File: src/rtl/cpu_pkg.sv
// Shared CPU front-end definitions: fetch controller state encoding.
package cpu_pkg;

    typedef enum logic [1:0] {
        RUN   = 2'd0,
        DONE  = 2'd1,
        FAULT = 2'd2
    } fetch_state_t;

endpackage

File: src/rtl/handshake_counter.sv
// Free-running count of completed fetch-to-decode handshakes, wrapping at 2^WIDTH.
module handshake_counter #(
    parameter int WIDTH = 32
) (
    input  logic             clk,
    input  logic             rst,
    input  logic             en,
    output logic [WIDTH-1:0] count
);

    always_ff @(posedge clk) begin
        if (rst) begin
            count <= '0;
        end else if (en) begin
            count <= count + WIDTH'(1);
        end
    end

endmodule

File: src/rtl/fetch_controller.sv
// Instruction fetch controller: walks a PC through instruction memory and hands
// one registered word at a time to decode over a valid/ready handshake.
module fetch_controller
    import cpu_pkg::*;
#(
    parameter int WIDTH               = 32,
    parameter int INSTRACTION_NUMBERS = 16
) (
    input  logic             clk,
    input  logic             rst,
    input  logic             pause,
    input  logic             branch_taken,
    input  logic [WIDTH-1:0] branch_target,
    input  logic [WIDTH-1:0] mem_data,
    output logic [WIDTH-1:0] mem_addr,
    input  logic             decode_ready,
    output logic [WIDTH-1:0] instr,
    output logic [WIDTH-1:0] instr_pc,
    output logic             instr_valid,
    output logic             done,
    output logic             fault,
    output logic [WIDTH-1:0] delivered_count
);

    // Handshake: a word transfers on any cycle where instr_valid && decode_ready.
    // The slot may be refilled the same cycle its word is accepted.
    localparam logic [WIDTH-1:0] DEPTH   = WIDTH'(INSTRACTION_NUMBERS);
    localparam logic [WIDTH-1:0] LAST_PC = WIDTH'(INSTRACTION_NUMBERS - 1);

    fetch_state_t     state;
    logic [WIDTH-1:0] pc;
    logic             slot_free;
    logic             handshake;

    assign mem_addr  = pc;
    assign slot_free = !instr_valid || decode_ready;
    assign handshake = instr_valid && decode_ready;

    always_ff @(posedge clk) begin
        if (rst) begin
            state       <= RUN;
            pc          <= '0;
            instr       <= '0;
            instr_pc    <= '0;
            instr_valid <= 1'b0;
            done        <= 1'b0;
            fault       <= 1'b0;
        end else begin
            case (state)
                RUN, DONE: begin
                    if (branch_taken) begin
                        // Flush wins over capture/pause; an out-of-range target traps.
                        instr_valid <= 1'b0;
                        done        <= 1'b0;
                        if (branch_target >= DEPTH) begin
                            state <= FAULT;
                            fault <= 1'b1;
                        end else begin
                            state <= RUN;
                            pc    <= branch_target;
                        end
                    end else if (state == DONE || pause) begin
                        if (decode_ready) begin
                            instr_valid <= 1'b0;
                        end
                    end else if (slot_free) begin
                        instr       <= mem_data;
                        instr_pc    <= pc;
                        instr_valid <= 1'b1;
                        if (pc == LAST_PC) begin
                            state <= DONE;
                            done  <= 1'b1;
                        end else begin
                            pc <= pc + WIDTH'(1);
                        end
                    end
                end
                FAULT: begin
                    instr_valid <= 1'b0;
                end
                default: begin
                    state       <= FAULT;
                    fault       <= 1'b1;
                    done        <= 1'b0;
                    instr_valid <= 1'b0;
                end
            endcase
        end
    end

    handshake_counter #(.WIDTH(WIDTH)) u_handshake_counter (
        .clk   (clk),
        .rst   (rst),
        .en    (handshake),
        .count (delivered_count)
    );

endmodule

File: config.mk
export PLATFORM = sky130hd
export DESIGN_NAME = fetch_controller
export DESIGN_NICKNAME = d
export VERILOG_FILES = /design/src/rtl/cpu_pkg.sv /design/src/rtl/handshake_counter.sv /design/src/rtl/fetch_controller.sv
export SDC_FILE = /design/constraint.sdc
export NUM_CORES = 1
export LEC_CHECK = 0
export ABC_AREA = 1
export BUFFER_PORTS_ARGS = -buffer_cell sky130_fd_sc_hd__buf_4
export CELL_PAD_IN_SITES_DETAIL_PLACEMENT = 0
export CELL_PAD_IN_SITES_GLOBAL_PLACEMENT = 2
export CORE_MARGIN = 4
export CORE_UTILIZATION = 27
export CTS_CLUSTER_DIAMETER = 200
export DETAILED_ROUTE_END_ITERATION = 8
export HOLD_SLACK_MARGIN = 0.08
export PLACE_DENSITY = 0.92
export SKIP_CTS_REPAIR_TIMING = 1
export SLEW_MARGIN = 15
export SYNTH_ARGS = -nofsm -noshare
export SYNTH_HDL_FRONTEND = slang
export SYNTH_SLANG_ARGS = --single-unit
File: constraint.sdc
create_clock -name clk -period 1.9 [get_ports clk]
set_input_delay 0.19 -clock clk [delete_from_list [all_inputs] [get_ports clk]]
set_output_delay 0.19 -clock clk [all_outputs]
set_load 0.02 [all_outputs]
==> flow_summary_export.csv, run 1 <==
group,metric,value,unit
status,status,"finished, final reports clean",
clock_tree,cts_made_buffers,17,
placement,dpl.hpwl,18.1,mm
setup_path,r2r_slack,110,ps
clock_tree,cts_tree,"built",
global_routing,grt_overflow,0,
synthesis,syn_area,6530,um^2
synthesis,yosysUniqueCellTypes,29,
synthesis,syn_nets,1074,
floorplan,chipWidth,164,um
clock_tree,path_clk_slew,60,ps
finish,fillers,2509,
setup_path,path_common_cell,"nand2_2",
route,dr_total_vias,7313,
synthesis,synth_xor_area_share,2.28,%
placement,gp_congestion,0.872,
floorplan,die_h,164,um
timing,tightest_slew,699,ps
floorplan,rows,56,
synthesis,synth_area_leaders,"dfxtp_1, nand2_1, nor2_1, o21ai_0, inv_1",
finish,nets,1355,
setup_path,critPathCaptureType,"flop",
power,power,0.00757,W
floorplan,initial_core_util,27.6,%
clock_tree,root_buffer,"clkbuf_16",
run,maxCapViolations,0,
route,routed_wl,24.7,mm
finish,drive_gt1_share,27.8,%
setup_path,cp_slowest_cell,"a21oi_4",
floorplan,io_pins,200,
global_routing,grt_pass1_vias,6766,
clock_tree,clockBufferDepth,2,
placement,dpl_worst_slack,-93.4,ps
timing,slew_headroom,53.3,%
finish,mostFrequentLayoutCells,"buf_4, nand2_1, nor2_1",
timing,fin_worst_skew,10.4,ps
synthesis,yosys_warnings,0,
synthesis,synthCells,1003,
synthesis,avgSynthCellArea,6.51,um^2
timing,slew_violations,0,
floorplan,dieArea,26700,um^2
power,p_per_area,765,nW/um^2
synthesis,ys_ff_latch,132,
clock_tree,cts_sinks,132,
global_routing,grt_first_pass_wirelength,36.7,mm
synthesis,synth_top_family_by_area,"simple AND/OR/NAND/NOR gates",
finish,syn2layout_area_growth,51.4,%
synthesis,yosys.area.top_type,"dfxtp_1",
setup_path,start_kind,"flop",
synthesis,synth-compound-area-share,15.0,%
timing,min_period,1790,ps
power,power_leakage,4.27,nW
setup_path,crit_required,2250,ps
setup_path,crit_type,"reg2reg",
timing,setup_viol,0,
timing,min_period_over_period,94.1,%
synthesis,synthAdderAreaFrac,0.383,%
route,drt-pass1-iter-count,6,
global_routing,grt_usage,17.6,%
clock_tree,insertion_delay,420,ps
synthesis,synthMuxAreaShare,0,%
clock_tree,htree_levels,4,
route,wl_per_cell,15.3,um
timing,fmax,559,MHz
placement,io_buffers,199,
timing,hold_viol,0,
finish,utilization,41.9,%
power,ir_drop,0.469,mV
route,ant_nets,0,
synthesis,synth-simple-area-share,34.7,%
route,avgViaCountPerCell,4.52,
setup_path,path_cells,"ha_2 > nand2_2 > nor2_4 > nand2_2 > nor2_4 > nand2_2 > nand2_4 > a21oi_4 > nand2_1 > a21oi_2",
setup_path,path_max_fanout,14,
floorplan,core_area,23600,um^2
synthesis,netlist.area_leader.share,40.5,%
route,drt_iter0_drc,461,
timing,setup_ws,113,ps
setup_path,crit_arrival,2140,ps
route,remaining_drc_errors,0,
finish,layout_commonest_cell,"buf_4",
setup_path,critPathMaxStageDelay,500,ps
synthesis,ys_seq_area_share,40.5,%
global_routing,grt_max_degree,51,
global_routing,grt_antenna_before_repair,1,
worst_hold_path,worstHoldPathType,"in2reg",
[power breakdown]
part / internal (W) / total [W] / switching (W)
Combinational: 0.000540 / 0.00123 / 0.000688
Clock: 0.00199 / 0.00336 / 0.00137
Sequential: 0.00290 / 0.00298 / 0.0000795
[worst max-delay path: cells and delay by family, from the launching register on]
| family | cells | cell delay (ps) |
|---|---|---|
| flip-flops | 1 | 310 |
| adder cells (fa/ha/maj) | 1 | 190 |
| AO/OA/AOI/OAI | 2 | 640 |
| AND/OR/NAND/NOR | 7 | 580 |
[metrics by stage]
step	TNS (ps)	cells	hold WS (ps)	area [um^2]
floorplan	0	1003	325	6530
global placement	-1220	1545	411	8780
detailed placement	-1430	1545	417	8780
CTS	-1690	1577	-32.5	9380
global route	-44.0	1617	130	9890
finish	0	1617	93.6	9890
[Yosys cell counts, drive strengths merged]
library cell	number
nand3	39
dfxtp	132
buf	10
nor3	14
nor2	222
xor2	15
clkbuf	28
xnor2	2
nand2	267
nand4	12
o21ai	103
o21a	2
a21oi	70
a31oi	3
a21o	1
nor4	2
ha	2
inv	79
[cells by family after synthesis]
logic type,Yosys count
XOR/XNOR,17
adder cells (fa/ha/maj),2
flip-flops,132
buffers and inverters,117
AO/OA/AOI/OAI,179
AND/OR/NAND/NOR,556
[metal layers]
metal | vias up | GRT usage (%) | share of wire (%)
met4 | 0 | 4.46 | 1.3
met5 | - | 0 | 0
met1 | 3281 | 24.1 | 46
met2 | 251 | 26.7 | 44
li1 | 3761 | - | -
met3 | 20 | 5.63 | 7.9
[final cells by class]
cell class                      instances  area (um^2)  share of cell area (%)
Antenna cell                            1         2.50                  0.0253
Clock buffer                           19          443                    4.48
Clock inverter                         13          149                    1.51
Inverter                               79          297                    3.00
Multi-Input combinational cell        755         3500                    35.5
Sequential cell                       132         2640                    26.7
Tap cell                              319          399                    4.04
Timing Repair Buffer                  299         2450                    24.8
[registers in the layout (all words and copies together) (netlist names)]
signal / flops
done: 1
fault: 1
mem_addr: 32
state: 1
instr_valid: 1
instr_pc: 32
u_handshake_counter.count: 32
instr: 32
[path summary, 6_finish.rpt]
path,start,to,cells after the start
setup reg to reg,mem_addr[1],mem_addr[14],10
setup / recovery,mem_addr[1],mem_addr[14],10
hold / removal,decode_ready,instr_valid,4
hold reg to reg,fault,fault,1
(Power assumes the default switching activity.)
==> run 2, diff against run 1 <==
CORE_MARGIN = not set   (was 4)
REMOVE_ABC_BUFFERS = 1   (was not set)
==> run 2 against run 1 <==
Worst hold slack lost 11 ps. Sequential power is essentially flat. Sequential share of layout area grew 0.57 points. Critical path depth grew 2. Clock power grew 5%. Power grew 1.1%. Setup slack gained 7.2 ps. Register-to-register slack is essentially flat. First-iteration DRC count shrank 0.65%. Global-route usage grew 0.92 points. Via count shrank 0.45%. Wire length shrank 4.7%. Critical path type unchanged. Highest routed layer unchanged.
==> flow_summary_export.csv, run 2 (synthesis gave the netlist of run 1 again) <==
group,metric,value,unit
setup_path,start_kind,"flop",
status,status,"finished, final reports clean",
floorplan,io_pins,200,
timing,slew_violations,0,
timing,setup_viol,0,
setup_path,path_buf_inv,1,
power,comb_power_share,14.8,%
setup_path,crit_family,"simple AND/OR/NAND/NOR gates",
floorplan,core_area,23600,um^2
clock_tree,clockBufferDepth,2,
clock_tree,cts_tree,"built",
global_routing,grt_usage,18.5,%
route,dr_total_vias,7280,
global_routing,grt_max_degree,100,
setup_path,crit_required,2250,ps
finish,design_area,9720,um^2
finish,drive_gt1_share,27.2,%
clock_tree,path_clk_slew,60,ps
power,ir_drop,0.516,mV
route,ant_nets,0,
worst_hold_path,hold_depth,4,
finish,nets,1331,
finish,utilization,41.2,%
setup_path,critPathCaptureType,"flop",
power,clockPowerShare,46.0,%
clock_tree,htree_levels,4,
setup_path,crit_arrival,2130,ps
floorplan,chipWidth,158,um
placement,dpl.hpwl,16.6,mm
setup_path,cp-startpoint,"mem_addr[1]",
finish,syn2layout_area_growth,48.9,%
timing,tightest_slew,549,ps
power,p_sw,0.00216,W
setup_path,cp_num_cells,12,
floorplan,die_h,158,um
power,power_leakage,4.16,nW
route,routed_wl,23.5,mm
global_routing,grt_pass1_vias,6548,
timing,fmax,562,MHz
timing,slew_headroom,63.4,%
setup_path,cp_slowest_cell,"dfxtp_4",
power,p_per_area,787,nW/um^2
timing,hold_viol,0,
timing,min_period,1780,ps
power,power,0.00765,W
finish,mostFrequentLayoutCells,"nand2_1, buf_4, nor2_1",
setup_path,worstRegToRegCells,12,
route,avgViaCountPerCell,4.57,
floorplan,initial_core_util,27.6,%
global_routing,grt_first_pass_wirelength,35.2,mm
finish,final_cells,1592,
route,remaining_drc_errors,0,
setup_path,cp-endpoint,"mem_addr[13]",
floorplan,rows,56,
clock_tree,root_buffer,"clkbuf_16",
global_routing,grt_antenna_before_repair,0,
route,drt-pass1-iter-count,5,
power,p_int,0.00549,W
placement,place_inst,1524,
finish,n_antenna_cell,0,
clock_tree,cts_sinks,132,
timing,min_period_over_period,93.7,%
setup_path,reg2reg_to,"mem_addr[13]",
power,switching_share,28.2,%
setup_path,critPathMaxStageDelay,390,ps
setup_path,path_common_cell,"nand2_2",
placement,placed_area,8610,um^2
setup_path,crit_type,"reg2reg",
route,drt_iter0_drc,458,
timing,setup_ws,120,ps
run,maxCapViolations,0,
placement,gp_congestion,0.873,
worst_hold_path,worstHoldPathType,"in2reg",
setup_path,path_cells,"ha_4 > nand2_2 > nor2_4 > nand2_2 > nor2_4 > nand2_2 > nand2_4 > nand2_2 > nand2_4 > buf_12 > nand2_1 > a21oi_2",
placement,dpl_worst_slack,28.3,ps
clock_tree,insertion_delay,420,ps
setup_path,path_max_fanout,12,
finish,layout_commonest_cell,"nand2_1",
setup_path,r2r_slack,120,ps
route,wl_per_cell,14.8,um
floorplan,dieArea,24800,um^2
placement,io_buffers,199,
clock_tree,cts_made_buffers,17,
timing,fin_worst_skew,10.7,ps
power,p_seq_share,39.2,%
setup_path,timing.rr.start,"mem_addr[1]",
global_routing,grt_overflow,0,
run 2: changes by cell type in the layout (fill, tap and decap cells not counted), sizes merged:
cell | before | now
bufinv | 2 | 3
buf | 265 | 243
clkinv | 3 | 6
clkinvlp | 3 | 0
inv | 84 | 85
a21oi | 71 | 70
clkbuf | 21 | 18
diode | 1 | 0
run 2: layout make-up:
type	count	area (um^2)
tap	319	399
clock inverter	15	194
inverter	79	297
sequential	132	2660
timing repair buffer	276	2230
multi-input combinational	754	3520
clock buffer	17	425
fill	2522	13900
run 2: layer usage:
layer	part of all wire (%)	vias to the layer above	GRT usage (%)
met3	5.4	22	3.72
li1	-	3727	-
met5	0	-	0
met2	46	200	28.2
met4	1.7	0	6.20
met1	47	3331	25.8
run 2: power by group through the flow:
stage / sequential (W) / clock (W) / combinational [W]
floorplan: 0.00321 / 0 / 0.000345
global placement: 0.00306 / 0 / 0.00106
detailed placement: 0.00306 / 0 / 0.00106
CTS: 0.00300 / 0.00360 / 0.00106
global route: 0.00302 / 0.00373 / 0.00123
finish: 0.00300 / 0.00352 / 0.00113
run 2: per-stage QoR:
step	setup TNS, ps	hold WS [ps]
floorplan	-124030	252
global placement	0	410
detailed placement	0	416
CTS	0	-30.9
global route	-10.2	90.9
finish	0	83.0
run 2: how the worst min path moves through the flow:
stage,to,slack (ps),from
floorplan,mem_addr[11],250,rst
global placement,instr[20],410,mem_data[20]
detailed placement,instr[7],420,mem_data[7]
CTS,instr[18],-30,mem_data[18]
global route,instr_valid,90,decode_ready
finish,instr_valid,80,decode_ready
run 2: tightest hold or removal path, delay by kind of cell:
family | cells | cell delay [ps]
AO/OA/AOI/OAI | 1 | 60
buffers and inverters | 2 | 160
AND/OR/NAND/NOR | 1 | 40
